`src/rtl/tic_sat.sv`:
```
// rtl/tic_sat.sv - 4x4 int8 weight-stationary matrix unit on a custom-instruction port
module tic_sat #(
    parameter int N     = 4,
    parameter int ACC_W = 32
) (
    input  logic               clk,
    input  logic               resetn,
    input  logic [8*N-1:0]     tic_in,
    input  logic [1:0]         command,
    input  logic [1:0]         col,
    output logic [ACC_W-1:0]   tic_out
);

    localparam logic [1:0] CMD_LOAD_W   = 2'b00;
    localparam logic [1:0] CMD_MAC      = 2'b01;
    localparam logic [1:0] CMD_MAC_LAST = 2'b10;
    localparam logic [1:0] CMD_CLEAR    = 2'b11;

    logic signed [7:0]       w_q    [N][N];
    logic signed [7:0]       w_d    [N][N];
    logic signed [ACC_W-1:0] acc_q  [N];
    logic signed [ACC_W-1:0] acc_d  [N];
    logic signed [ACC_W-1:0] obuf_q [N];
    logic signed [ACC_W-1:0] obuf_d [N];
    logic [ACC_W-1:0]        tic_out_q;
    logic [ACC_W-1:0]        tic_out_d;

    logic signed [7:0]       lane [N];
    logic signed [15:0]      prod [N][N];
    logic signed [ACC_W-1:0] dot  [N];

    // Column dot products: every weight column sees the same activation vector.
    always_comb begin
        for (int r = 0; r < N; r++) begin
            lane[r] = tic_in[8*r +: 8];
        end
        for (int c = 0; c < N; c++) begin
            dot[c] = '0;
            for (int r = 0; r < N; r++) begin
                prod[r][c] = lane[r] * w_q[r][c];
                dot[c]     = dot[c] + {{(ACC_W-16){prod[r][c][15]}}, prod[r][c]};
            end
        end
    end

    always_comb begin
        w_d       = w_q;
        acc_d     = acc_q;
        obuf_d    = obuf_q;
        tic_out_d = obuf_q[col];
        case (command)
            CMD_LOAD_W: begin
                for (int r = 0; r < N; r++) begin
                    w_d[r][col] = lane[r];
                end
            end
            CMD_MAC: begin
                for (int c = 0; c < N; c++) begin
                    acc_d[c] = acc_q[c] + dot[c];
                end
            end
            CMD_MAC_LAST: begin
                for (int c = 0; c < N; c++) begin
                    obuf_d[c] = acc_q[c] + dot[c];
                    acc_d[c]  = '0;
                end
            end
            CMD_CLEAR: begin
                for (int c = 0; c < N; c++) begin
                    acc_d[c] = '0;
                end
            end
            default: ;
        endcase
    end

    // resetn is active-high here despite its name.
    always_ff @(posedge clk or posedge resetn) begin
        if (resetn) begin
            for (int c = 0; c < N; c++) begin
                for (int r = 0; r < N; r++) begin
                    w_q[r][c] <= '0;
                end
                acc_q[c]  <= '0;
                obuf_q[c] <= '0;
            end
            tic_out_q <= '0;
        end else begin
            w_q       <= w_d;
            acc_q     <= acc_d;
            obuf_q    <= obuf_d;
            tic_out_q <= tic_out_d;
        end
    end

    assign tic_out = tic_out_q;

endmodule

```
`config.mk`:
```
export PLATFORM = sky130hd
export DESIGN_NAME = tic_sat
export DESIGN_NICKNAME = d
export VERILOG_FILES = /design/src/rtl/tic_sat.sv
export SDC_FILE = /design/constraint.sdc
export NUM_CORES = 2
export LEC_CHECK = 0
export CAP_MARGIN = 20
export CELL_PAD_IN_SITES_DETAIL_PLACEMENT = 0
export CELL_PAD_IN_SITES_GLOBAL_PLACEMENT = 1
export CORE_MARGIN = 2
export CORE_UTILIZATION = 55
export CTS_CLUSTER_SIZE = 12
export DETAILED_ROUTE_END_ITERATION = 16
export PLACE_DENSITY = 0.83
export SYNTH_ARGS = -nofsm -noshare
export SYNTH_HDL_FRONTEND = slang
export SYNTH_SLANG_ARGS = --single-unit
```
`constraint.sdc`:
```
create_clock -name clk -period 32.8 [get_ports clk]
set_input_delay 3.28 -clock clk [delete_from_list [all_inputs] [get_ports clk]]
set_output_delay 3.28 -clock clk [all_outputs]
set_load 0.01 [all_outputs]
```
=== Yosys cells after proc, flatten, opt, wreduce, memory -nomap -nowiden ===
Index checks and enable logic that the tools add are counted.

* Bits of input ports: 38
* Output and inout port bits: 32
* Flip-flop bits (word level): 416

* Equality and inequality tests: 3
* Multiply operators: 16
* Add/sub/neg operators: 16
* Reduce and logical (&&, ||, !) cells: 4
* Mux-type cells: 10
* Magnitude comparators: 2
* Bitwise logic cells: 1

{| class="wikitable"
|+ Operator list
! operator !! number
|-
| $mul 8x8->16 || 16
|-
| $pmux 128 s2 || 1
|-
| $add 32x19->32 || 4
|-
| $bwmux 32 || 4
|-
| $add 18x16->19 || 4
|-
| $add 17x16->18 || 4
|-
| $add 16x16->17 || 4
|-
| $bmux 32 s2 || 1
|-
| $mux 32 || 2
|-
| $demux 8 s2 || 1
|-
| $mux 8 || 1
|-
| $eq 2x2->1 const B || 2
|-
| $ge 3x3->1 const B || 1
|-
| $lt 3x1->1 const B || 1
|-
| $not 2->3 || 1
|-
| $eq 2x1->1 const B || 1
|-
| $logic_not 2->1 || 1
|-
| $reduce_bool 2->1 || 1
|-
| $reduce_or 2->1 || 1
|-
| $logic_and 1x1->1 || 1
|}

=== Depth between registers and ports, before layout ===
* Depth after elaboration: 6
* Depth in mapped cells: 30
* Mapped depth without buffers: 27

=== Worst setup path after synthesis ===
OpenSTA, ideal clock, no wires.

* Path type: input port to flip-flop
* Start point: in tic_in[7]
* End point: reg obuf_q[63] (netlist bit)
* Path buffers: 2
* Setup slack: 21.217 ns
* Arrival: 11.459 ns
* Cell stages on the path: 27
* Data required time: 32.675 ns
* Setup time: 0.125 ns
* Path through: clkbuf_1 -> clkbuf_1 -> nand2_1 -> fa_1 -> fa_1 -> inv_1 -> fa_1 -> inv_1 -> fa_1 -> fa_1 -> inv_1 -> fa_1 -> fa_1 -> inv_1 -> fa_1 -> inv_1 -> ha_1 -> and3_1 -> a221o_1 -> o211ai_2 -> a211oi_1 -> or4b_4 -> a21oi_4 -> o2111ai_1 -> a21oi_2 -> xnor2_1 -> mux2_2

* Longest elaborated chain between the ends: 5

{| class="wikitable"
|+ RTL lines
! what !! line !! source
|-
| start, declared || 8 || <nowiki>input logic [8*N-1:0] tic_in,</nowiki>
|-
| $mul 8x8->16 || 40 || <nowiki>prod[r][c] = lane[r] * w_q[r][c];</nowiki>
|-
| $add 16x16->17 || 41 || <nowiki>dot[c] = dot[c] + {{(ACC_W-16){prod[r][c][15]}}, prod[r][c]};</nowiki>
|-
| $add 17x16->18 || 41 ||
|-
| $add 18x16->19 || 41 ||
|-
| $add 32x19->32 || 64 || <nowiki>obuf_d[c] = acc_q[c] + dot[c];</nowiki>
|-
| end signal, assigned || 91 || <nowiki>obuf_q <= obuf_d;</nowiki>
|-
| end, declared || 23 || <nowiki>logic signed [ACC_W-1:0] obuf_q [N];</nowiki>
|}

Every way passes these cells.
A chain may end at the register's enable or synchronous reset.

=== Final worst setup path ===
* Start point: in tic_in[23]
* End point: reg acc_q[126] (netlist bit)

* Longest elaborated chain between the ends: 5

{| class="wikitable"
|+ RTL lines
! what !! line !! source
|-
| $mul 8x8->16 || 40 ||
|-
| $add 17x16->18 || 41 ||
|-
| $add 18x16->19 || 41 ||
|-
| $add 32x19->32 || 59 || <nowiki>acc_d[c] = acc_q[c] + dot[c];</nowiki>
|-
| $pmux 128 s2 || 51 || <nowiki>case (command)</nowiki>
|-
| end signal, assigned by index || 84 || <nowiki>acc_q[c] <= '0;</nowiki>
|-
| end signal, assigned || 90 || <nowiki>acc_q <= acc_d;</nowiki>
|-
| end, declared || 21 || <nowiki>logic signed [ACC_W-1:0] acc_q [N];</nowiki>
|}

Every way passes these cells.

==> reports/results.env <==
ROUTE.DETAILED.WL_PER_INST_UM=21.13
NUMPORTBUFFERS=69
POST_CTS.REPAIR.SETUP_BUFFERS=0
START_UTIL_PCT=55.53
PLACED_CELLS=8928
DOMINANTREGCELLSYNTH='sky130_fd_sc_hd__dfrtp_1'
DIEAREA_UM2=142000
EDFF_COUNT_SYNTH=0
RR_STARTPOINT='w_q[16]'
PORTION_OF_THE_CLOCK_CYCLE_CONSUMED_BY_THE_WORST_PATH_IN_THE_FINAL_LAYOUT_PCT=36.07
NUMBER_OF_RESIZED_INSTANCES_IN_THE_POST_CTS_REPAIR_STEP=0
SYNTH_WARNINGS=0
LIST_OF_MOST_FREQUENT_POST_SYNTHESIS_CELLS='sky130_fd_sc_hd__inv_1 (2045), sky130_fd_sc_hd__fa_1 (1832), sky130_fd_sc_hd__and2_1 (525)'
HTREE_NUM_LEVELS=2
FINAL.SETUP.TNS_NS=0
CLKSINKCOUNT=416
REG2REG_SLACK_NS=23.88
GLOBAL_ROUTE_OVERFLOW=0
YS_TOP_CELLS_BY_AREA='sky130_fd_sc_hd__fa_1 (48%), sky130_fd_sc_hd__dfrtp_1 (14%), sky130_fd_sc_hd__inv_1 (10%), sky130_fd_sc_hd__ha_1 (8.2%), sky130_fd_sc_hd__and2_1 (4.3%)'
SYNTH_SEQ_AREA_SHARE_PCT=13.62
DIE_HEIGHT_UM=376.8
CTS_BUFFER_DEPTH=3
WORST_HOLD_LAUNCH='obuf_q[101]'
SYNTH-SEQ-CELLS=416
MAX_CAP_VIOLATIONS=0
WORST_SETUP_PATH_START_KIND='primary input'
CLKTRANSATPATHREGS_NS=0.06
CPMAXSTAGEDELAYCELL='sky130_fd_sc_hd__fa_1'
GP_CONGESTION=0.9588
YS_ASYNC_SR_FRACTION_PCT=100.0
BUFFERING_STAGE_COUNT_ON_THE_WORST_PATH_WITH_INVERTERS_INCLUDED=6
ROUTED_VIAS=48079
FINAL_ANTENNA_NET_COUNT=0
CRIT_FAMILY='adder cells'
YOSYSTOPAREACELL='sky130_fd_sc_hd__fa_1'
WORSTHOLDPATHTYPE='flop to flop'
NETLIST_AREA_UM2=76440
WORST-R2R-CELL-COUNT=25
PIN_COUNT_OF_THE_BIGGEST_NET_ENTERING_GLOBAL_ROUTING=88
TRITONCTS='built'
OVERALL_ROUTING_RESOURCE_USAGE_PCT=29.10
CRIT_PATH_END_KIND='flop'
FINAL_COUNT_OF_HOLD_TIMING_VIOLATIONS=0
WORSTHOLDENDPOINT='obuf_q[101]'
WORST_PATH_MOST_REPEATED_CELL='sky130_fd_sc_hd__fa_1'
TIGHTEST_SLEW_NS=1.088
CORE.ROWCOUNT=136
DRT-INITIAL-DRC-COUNT=3396
SETUP-VIOLATIONS-FINAL=0
SYNTHESIS.AREA_PER_INSTANCE_UM2=10.57
CTSHOLDBUFFERS=0
NFILLCELLS=11474
DP_HPWL_MM=157.6
CRIT_PATH_LARGEST_CELL_DELAY_NS=0.93
REQUIRED_TIME_OF_THE_CRITICAL_PATH_NS=33.33
CORE_UM2=137700
CRITICALPATHCATEGORY='primary input to flop'
CLOCK_LATENCY_NS=0.70
DRC=0
DRV_SLEW=0
FINISH.NET_COUNT=9564
MAXCLOCKFREQUENCY_GHz=0.08452
STDCELL_COUNT=9033
CTS_ROOT_BUFFER='sky130_fd_sc_hd__clkbuf_16'
SYNTH_TOP_CELL_AREA_SHARE_PCT=47.98
ROUTED_WIRELENGTH_MM=190.9
NUMBER_OF_ANTENNA_VIOLATIONS_AT_THE_FIRST_CHECK_IN_GLOBAL_ROUTING=4
GRT_PASS1_VIAS=53698
DIE_W_UM=376.8
SYNTH_CELLS=7230
CTS_MADE_BUFFERS=55
STATUS='completed'
TIMING.MAX_SLEW.REL_SLACK_PCT=27.40
FINAL_PERIOD_MINUS_WORST_SETUP_SLACK_NS=11.83
SYNTH_NETS=9600
SYNTH.LIB_CELLS_USED.DISTINCT=67
YOSYSMOSTFREQUENTCELL='sky130_fd_sc_hd__inv_1'
FIRSTDRTPASSITERS=7
VIA_DENSITY=5.323
RSZ_0062_RAISED_AFTER_GLOBAL_ROUTING='false'
WORST-PATH-MAX-FANOUT=36
POST_ROUTE_CELLS_DRIVE_ABOVE_1_SHARE_PCT=5.968
REGTOREGENDPOINT='obuf_q[95]'
WORST_HOLD_PATH.NUM_CELLS=2
GLOBAL_ROUTE_WIRE_LENGTH_BEFORE_REPAIR_MM=314.1
TOP_LEVEL_PORTS=70
CLOCK_SKEW_NS=0.03825
SYN_TO_FINAL_GROWTH_PCT=6.045
WORST-ENDPOINT-ARRIVAL_NS=12.37
[registers in the layout, summed over array words and instances, names as in the netlist]
signal   flops
tic_out     32
acc_q      128
w_q        128
obuf_q     128
[layout make-up]
class                   instances  area [um2]  area share (%)
diodes                          1       2.502        0.003087
flip-flops and latches        416       10410           12.84
well taps                    1794        2245           2.769
inverters                    2046        7687           9.484
multi-input cells            4540       57520           70.96
repair buffers                135        1285           1.585
clock buffers                  69        1509           1.862
clock inverters                32       402.9          0.4970
[cell families after synthesis]
| family | synth area share [%] |
|---|---|
| and+or+nand+nor | 9.150 |
| muxes | 4.997 |
| adders and majority gates | 56.17 |
| xor gates and xnor gates | 1.787 |
| buffers and inverters | 11.19 |
| AOI/OAI and AO/OA | 3.094 |
| DFF | 13.62 |
[worst register-to-register path: stages (launching register included)]
cell and delay (ns):
sky130_fd_sc_hd__dfrtp_1 0.51, sky130_fd_sc_hd__nand2_1 0.18, sky130_fd_sc_hd__inv_1 0.11, sky130_fd_sc_hd__fa_1 0.69
sky130_fd_sc_hd__inv_1 0.14, sky130_fd_sc_hd__fa_1 0.56, sky130_fd_sc_hd__fa_1 1.17, sky130_fd_sc_hd__inv_1 0.24
sky130_fd_sc_hd__fa_1 0.57, sky130_fd_sc_hd__fa_1 0.45, sky130_fd_sc_hd__fa_1 0.51, sky130_fd_sc_hd__fa_1 0.50
sky130_fd_sc_hd__inv_1 0.05, sky130_fd_sc_hd__fa_1 0.52, sky130_fd_sc_hd__inv_1 0.06, sky130_fd_sc_hd__ha_1 0.34
sky130_fd_sc_hd__a21o_1 0.18, sky130_fd_sc_hd__a21oi_1 0.28, sky130_fd_sc_hd__nor3b_1 0.29, sky130_fd_sc_hd__a211oi_1 0.13
sky130_fd_sc_hd__o21a_1 0.23, sky130_fd_sc_hd__o221a_2 0.27, sky130_fd_sc_hd__o41ai_2 0.30, sky130_fd_sc_hd__o21ai_1 0.14
sky130_fd_sc_hd__xnor2_1 0.23, sky130_fd_sc_hd__o21ai_0 0.11
[worst max path at each step]
stage / startpoint / to / depth (start not counted)
global placement: tic_in[7] / acc_q[127] / 28
finish: tic_in[23] / acc_q[126] / 26
global route: tic_in[15] / acc_q[126] / 26
CTS: tic_in[15] / acc_q[126] / 26
detailed placement: tic_in[23] / acc_q[126] / 26
floorplan: resetn / acc_q[0] / 1
[cells in the final DEF (no fill, tap or decap), drive strengths merged, types with 8 or more instances in the layout]
cell           count
a21oi             83
mux4              32
and2             525
nor2b             98
mux2i             79
a21o              51
o21a              11
a211oi            27
clkdlybuf4s50     63
dfrtp            416
fa              1832
o21bai            17
xnor2            109
nor3              14
inv             2053
o31ai              8
xor2              47
nand2            487
clkbuf            69
buf               72
nor2             127
a22o              10
o21ai            112
nand2b            59
ha               500
and3              13
mux2             205
nand3             19
clkinv            13
or2                9
[routing by layer]
| metal | vias up | track usage, % | share of wire (%) |
|---|---|---|---|
| met5 | - | 0 | 0.010 |
| li1 | 20921 | - | - |
| met1 | 25455 | 44.22 | 45 |
| met3 | 190 | 7.266 | 9.0 |
| met4 | 4 | 5.834 | 2.1 |
| met2 | 1509 | 42.65 | 44 |
[metrics by stage]
stage               util (%)  setup slack [ns]  cell area, um2  hold slack [ns]
global route           58.88             20.50           81060           0.5080
floorplan                  -             17.94           76440           0.4446
CTS                    58.83             21.03           80990           0.4837
detailed placement     57.44             20.36           79070           0.4699
global placement       57.37             20.39           78970           0.4625
finish                 58.88             20.97           81060           0.4831
Power is left out: the tool's default activity adds up to more than one toggle a clock period on the data nets, which glitch-free logic cannot reach.
